### config.mk
export PLATFORM = sky130hd
export DESIGN_NAME = sseg_scan_driver
export DESIGN_NICKNAME = d
export VERILOG_FILES = /design/src/rtl/sseg_scan_driver.sv
export SDC_FILE = /design/constraint.sdc
export NUM_CORES = 1
export LEC_CHECK = 0
export ABC_AREA = 1
export CORE_MARGIN = 8
export CORE_UTILIZATION = 46
export CTS_BUF_LIST = sky130_fd_sc_hd__clkbuf_4 sky130_fd_sc_hd__clkbuf_8
export DETAILED_ROUTE_END_ITERATION = 8
export PLACE_DENSITY = 0.75
export SETUP_SLACK_MARGIN = 0.5
export SLEW_MARGIN = 20
export SYNTH_ARGS = -nofsm -noshare
export SYNTH_HDL_FRONTEND = slang
export SYNTH_SLANG_ARGS = --single-unit
### constraint.sdc
create_clock -name clk -period 2 [get_ports clk]
set_input_delay 0.4 -clock clk [delete_from_list [all_inputs] [get_ports clk]]
set_output_delay 0.4 -clock clk [all_outputs]
set_load 0.05 [all_outputs]
### src/rtl/sseg_scan_driver.sv
// Time-multiplexed seven-segment driver: shadowed hex value, blank-interval anti-ghosting,
// leading-zero blanking and scan-complete pulse. Define SSEG_DIM_EN to add a 4-bit PWM brightness input.
module sseg_scan_driver #(
    parameter int NUM_DIGITS   = 3,
    parameter int REFRESH_DIV  = 50000,
    parameter int BLANK_CYCLES = 64
) (
    input  logic                    clk,
    input  logic                    reset,
    input  logic [4*NUM_DIGITS-1:0] value,
    input  logic [NUM_DIGITS-1:0]   dp_in,
    input  logic                    load,
    input  logic                    lz_blank,
`ifdef SSEG_DIM_EN
    input  logic [3:0]              brightness,
`endif
    output logic [7:0]              seg,
    output logic [NUM_DIGITS-1:0]   an,
    output logic                    scan_done
);

    localparam int CNT_W = $clog2(REFRESH_DIV);
    localparam int IDX_W = (NUM_DIGITS > 1) ? $clog2(NUM_DIGITS) : 1;

    logic [CNT_W-1:0]        cnt_q, cnt_d;
    logic [IDX_W-1:0]        idx_q, idx_d;
    logic [4*NUM_DIGITS-1:0] value_q;
    logic [NUM_DIGITS-1:0]   dp_q;
    logic                    lz_q;
    logic [7:0]              seg_q, seg_d;
    logic [NUM_DIGITS-1:0]   an_q, an_d;
    logic                    scan_done_q, scan_done_d;

    logic                    slot_end;
    logic [NUM_DIGITS-1:0]   lzb;
    logic                    zero_above;
    logic [3:0]              nib_sel;
    logic                    dp_sel;
    logic                    lzb_sel;
    logic                    pwm_on;

    // Active-low {a,b,c,d,e,f,g,dp}; dp bit left off here.
    function automatic logic [7:0] font(input logic [3:0] n);
        case (n)
            4'h0: font = 8'b00000011;
            4'h1: font = 8'b10011111;
            4'h2: font = 8'b00100101;
            4'h3: font = 8'b00001101;
            4'h4: font = 8'b10011001;
            4'h5: font = 8'b01001001;
            4'h6: font = 8'b01000001;
            4'h7: font = 8'b00011111;
            4'h8: font = 8'b00000001;
            4'h9: font = 8'b00001001;
            4'hA: font = 8'b00010001;
            4'hB: font = 8'b11000001;
            4'hC: font = 8'b01100011;
            4'hD: font = 8'b10000101;
            4'hE: font = 8'b01100001;
            default: font = 8'b01110001;
        endcase
    endfunction

`ifdef SSEG_DIM_EN
    logic [3:0] pwm_q;

    always_ff @(posedge clk or posedge reset) begin
        if (reset) pwm_q <= 4'd0;
        else       pwm_q <= pwm_q + 4'd1;
    end

    assign pwm_on = (pwm_q <= brightness);
`else
    assign pwm_on = 1'b1;
`endif

    assign slot_end = (cnt_q == CNT_W'(REFRESH_DIV - 1));

    always_comb begin
        cnt_d = slot_end ? '0 : cnt_q + CNT_W'(1);
        idx_d = idx_q;
        if (slot_end)
            idx_d = (idx_q == IDX_W'(NUM_DIGITS - 1)) ? '0 : idx_q + IDX_W'(1);
        scan_done_d = slot_end && (idx_q == IDX_W'(NUM_DIGITS - 1));
    end

    // A digit is blanked when it and every more-significant nibble are zero; digit 0 never is.
    always_comb begin
        lzb        = '0;
        zero_above = 1'b1;
        for (int i = NUM_DIGITS - 1; i > 0; i--) begin
            zero_above = zero_above & (value_q[4*i +: 4] == 4'd0);
            lzb[i]     = lz_q & zero_above;
        end
    end

    always_comb begin
        nib_sel = '0;
        dp_sel  = 1'b0;
        lzb_sel = 1'b0;
        for (int i = 0; i < NUM_DIGITS; i++) begin
            if (idx_q == IDX_W'(i)) begin
                nib_sel = value_q[4*i +: 4];
                dp_sel  = dp_q[i];
                lzb_sel = lzb[i];
            end
        end
    end

    always_comb begin
        seg_d = 8'hFF;
        an_d  = '1;
        if (cnt_q >= CNT_W'(BLANK_CYCLES)) begin
            seg_d = font(nib_sel);
            if (lzb_sel) seg_d[7:1] = 7'h7F;
            if (dp_sel)  seg_d[0]   = 1'b0;
            for (int i = 0; i < NUM_DIGITS; i++)
                an_d[i] = !((idx_q == IDX_W'(i)) && pwm_on);
        end
    end

    always_ff @(posedge clk or posedge reset) begin
        if (reset) begin
            cnt_q       <= '0;
            idx_q       <= '0;
            value_q     <= '0;
            dp_q        <= '0;
            lz_q        <= 1'b0;
            seg_q       <= 8'hFF;
            an_q        <= '1;
            scan_done_q <= 1'b0;
        end else begin
            cnt_q       <= cnt_d;
            idx_q       <= idx_d;
            seg_q       <= seg_d;
            an_q        <= an_d;
            scan_done_q <= scan_done_d;
            if (load) begin
                value_q <= value;
                dp_q    <= dp_in;
                lz_q    <= lz_blank;
            end
        end
    end

    assign seg       = seg_q;
    assign an        = an_q;
    assign scan_done = scan_done_q;

endmodule

# == Word level (Yosys, flattened, before mapping) ==
# Memory sizes are Yosys's and may differ from the RTL's.
# Index checks and enable logic that the tools add are counted.
# totals
reg_bits,46
rom_bits,112
in_bits,19
out_inout_bits,12
elab_cells,39
memories,1
# mem_list
name,depth,width,read_ports,rd_clocked_by_memory_dff,write_ports,line,source
(name not given),16,7,1,0,0,44,case (n)
# classes
add_sub_neg,2
order_cmp,1
n_eq_ne,3
muxes,14
bitwise,3
reduce_logical,7
# ops
operator,n
$add A16 B1 Y16 const B,1
$eq A16 B16 Y1 const B,1
$ge A16 B7 Y1 const B,1
$mux W16,1
$mux W4,3
$logic_not A4 Y1,2
$mux W8,1
$mux W7,1
$mux W1,6
$and A1 B1 Y1,3
$logic_not A1 Y1,3
$mux W3,1
$add A2 B1 Y2 const B,1
$eq A2 B1 Y1 const B,1
$eq A2 B2 Y1 const B,1
$logic_not A2 Y1,1
$mux W2,1
$logic_and A1 B1 Y1,1

# == Longest topological paths before layout ==
# logic_depth
ltp_word,7
ltp_mapped,10

# == Worst setup path before layout ==
# No wires, ideal clock.
# synth_timing
kind,register -> register
start,register idx_q[0]
end,"register seg_q[6], in the netlist seg[6]"
arrival_time_ns,1.506
required_ns,1.922
path_slack_ns,0.416
path_stages_with_launch,10
synth_period_minus_slack_ns,1.584
cell_sequence,dfrtp_1 nor2_1 nand2_1 nand3_1 inv_1 ha_1 nand2_1 nor2_1 nor2_1 nand2_1
# synth_via
elab_chain_len,7
elab_cells_between_ends,11
cone_classes,eq/ne (2); mux (7); reduce/logical (1); memory (1)
# synth_rtl
item,line,source
start: declaration,26,"logic [IDX_W-1:0] idx_q, idx_d;"
start signal: assignment,134,idx_q <= idx_d;
$logic_not A2 Y1,102,if (idx_q == IDX_W'(i)) begin
$mux W4 (3 in a row),102,
$mem_v2 Z16 W7,-,
$mux W7 *,115,if (lzb_sel) seg_d[7:1] = 7'h7F;
$mux W8 *,113,if (cnt_q >= CNT_W'(BLANK_CYCLES)) begin
named net seg_d[6],30,"logic [7:0] seg_q, seg_d;"
end signal: assignment,135,seg_q <= seg_d;
end: declaration,30,
# The timed path passes the listed nets; every way through them passes the cells marked *.
# A chain may end at the register's enable or synchronous reset.

# == Final worst setup path ==
# layout_timing
start,register idx_q[0]
end,"register seg_q[5], in the netlist seg[5]"
# The elaborated chain is that of the path after synthesis.

==> metrics.txt <==
post-DR wirelength/cell=12.6 um; core area=5010 um^2; TritonCTS clock tree=built; gr usage total=0.142; layout cell share with drive strength beyond 1=0.267; Die Height=between 80 and 90 um; P&R area growth vs syn=31.9%; max-slew violations=0; Post-DP HPWL=approximately 3.5 mm; sequential fraction of the synthesis area=0.497; Final nets=roughly 370; H-tree depth=2; vias in the first global route=roughly 1.9k; TNS Setup=0 ns; Final min period=around 1.6 ns; First-pass DRT Iterations=4; initial antenna violation count=0; slew margin rel.=0.762; first-pass GRT wire length=between 8 and 9 mm; DIE AREA=about 7600 um^2; port buffer count=30; Congestion Overflow GR=0; metal3 WL=between 200 and 300 um; final WL=between 5 and 6 mm; hold violation count in the final report=0; design area=around 3100 um^2; Worst-path clk slew=0.09 ns; f_max=0.638 GHz; Syn Area/Cell=about 8 um^2; Antenna diodes=0; area post-placement=approximately 2700 um^2; Max Root-Sink Buffers=2; dpl cells=around 390; RD Place Congestion=roughly 0.92; floorplan row count=26; Critical Path Fanout Max=6; synth unique cells=20; pin count of the biggest net entering global routing=47; Crit. End Element=register; RSZ-0062 raised after global routing=true; register bit total from synthesis=between 40 and 50; met1 WL=approximately 2.4 mm; wire length on met2=2.43 mm; Pleak=around 1.5 nW; Hold Crit Class=input port to async pin; Worst-Margin Slew=0.355 ns; Initial DRC Count=102; Critical Path AT=between 1.5 and 2 ns; Via-to-Cell Ratio=slightly below 5; type of the worst setup path=register to register; clk_skew=0.0111 ns; worst-case reg-to-reg path depth=10; Ys Warns=0; final setup fails=0; CTS buffer count=5; DR DRC count=0; CP Cell Sequence=inv_4, nand2_4, nor2_4, nor2_4, inv_2, ha_4, nand4_1, o21ai_1, nand2_1, nand2_1; clock root buffer=clkbuf_8; Finished Layout Cells=a little over 400; via count=between 1.5k and 2k; required time of the critical path=about 2.3 ns; IO Count=31; Die Span X=87.4 um; Critical Path Source Type=register; Power Density=about 610 nW/um^2; Worst path slowest cell=dfrtp_2; initial core utilization=0.468; Mapped Nets=320; number of routed nets with antenna violations=0; maximum vdd drop=just under 0.4 mV; Gate Count Post-Synth=between 200 and 300; maxcap violations=0; Syn Std Cell Area=2340 um^2; DR top layer=met4; Period Utilization, post-route=0.783; Fillers=between 400 and 500; clk_lat worst skew=0.31 ns; cts hold-fix bufs=0; CTS Sinks=46; worst stage delay on the critical path=0.50 ns; status=finished, final reports clean
area by class of cell:
class | count | area (um^2) | share of cell area
timing repair buffer | 42 | 370 | 0.120
clock inverter | 3 | 40.0 | 0.0130
tap | 70 | 87.6 | 0.0283
clock buffer | 5 | 68.8 | 0.0223
multi-input combinational | 203 | 1190 | 0.384
inverter | 42 | 170 | 0.0551
sequential | 46 | 1170 | 0.378
where the power goes:
group	leakage, nW	switching (mW)	total (mW)	internal [mW]
Sequential	0.555	0.0172	0.978	0.961
Combinational	0.871	0.130	0.237	0.107
Clock	0.0579	0.317	0.685	0.368
Total	1.48	0.464	1.90	1.44
path summary, 6_finish.rpt:
path	from	endpoint	slack, ns
worst max register to register	idx_q[0]	seg[5]	0.43
min in group clk	cnt_q[5]	cnt_q[5]	0.50
max in group asynchronous	reset	seg[3]	1.30
worst max-delay path	idx_q[0]	seg[5]	0.43
worst min register to register	cnt_q[5]	cnt_q[5]	0.50
worst min-delay path	reset	value_q[11]	0.44
stage by stage:
stage	utilization	setup slack [ns]	power [mW]	hold WS [ns]
after global placement	0.547	0.416	1.19	0.473
final	0.617	0.433	1.90	0.437
after detailed placement	0.547	0.345	1.19	0.489
after CTS	0.583	0.467	1.88	0.445
after global routing	0.617	0.304	2.00	0.468
after floorplan	-	0.511	1.12	0.455
sequential cells by signal (all words and copies together) (netlist names):
signal / cells
an: 3
cnt_q: 16
dp_q: 3
idx_q: 2
lz_q: 1
scan_done: 1
seg: 8
value_q: 12
layout by cell type (no fill, tap or decap), types with 8 or more instances in the layout:
cell type and count:
nand3_1 17, nor2_4 8, dfrtp_1 33, inv_1 34
buf_4 22, nor2_1 39, o21ai_0 15, dfstp_2 11
clkdlybuf4s50_1 18, nand2_1 70
Yosys cell counts:
| cell | number | area (um^2) |
|---|---|---|
| nand3_2 | 1 | 10.0 |
| nand2_1 | 79 | 297 |
| ha_1 | 8 | 100 |
| or2_2 | 1 | 6.26 |
| nand4_1 | 6 | 37.5 |
| nor3_1 | 1 | 5.00 |
| a21oi_1 | 1 | 5.00 |
| nand3b_1 | 1 | 7.51 |
| dfrtp_1 | 35 | 876 |
| nand3_1 | 20 | 100 |
| nor2_1 | 50 | 188 |
| o21ai_0 | 17 | 85.1 |
| o22ai_1 | 1 | 6.26 |
| xor2_1 | 5 | 43.8 |
| inv_1 | 42 | 158 |
| dfstp_2 | 11 | 289 |
| nand3_4 | 1 | 17.5 |
| clkbuf_1 | 3 | 11.3 |
| mux2_2 | 7 | 78.8 |
| o21bai_1 | 3 | 22.5 |
what timing repair did:
action | in CTS | in global routing
resized for setup | 16 | 40
hold endpoints to repair | 0 | 0
cloned | 0 | 1
setup buffers | 5 | 4
pin swaps | 4 | 19
endpoints found under the setup margin | 16 | 22
per-layer routing:
layer / vias to the layer above / track usage
li1: 1007 / -
met1: 928 / 0.186
met2: 50 / 0.215
met3: 9 / 0.0387
met4: 0 / 0.0594
met5: - / 0
cells by family after synthesis:
group                    count (synthesis)  synth area share
XOR/XNOR                                 5            0.0187
multiplexers                             7            0.0336
buffers and inverters                   45            0.0721
adder cells (fa/ha/maj)                  8            0.0427
AO/OA/AOI/OAI                           22            0.0507
flip-flops                              46             0.497
AND/OR/NAND/NOR                        160             0.285
worst max-delay path, delay by kind of cell, from the launching register on:
| family | cells | cell delay, ns |
|---|---|---|
| AND/OR/NAND/NOR | 6 | 0.59 |
| adder cells (fa/ha/maj) | 1 | 0.12 |
| flip-flops | 1 | 0.50 |
| buffers and inverters | 2 | 0.18 |
| AO/OA/AOI/OAI | 1 | 0.13 |
(Power assumes the default switching activity.)
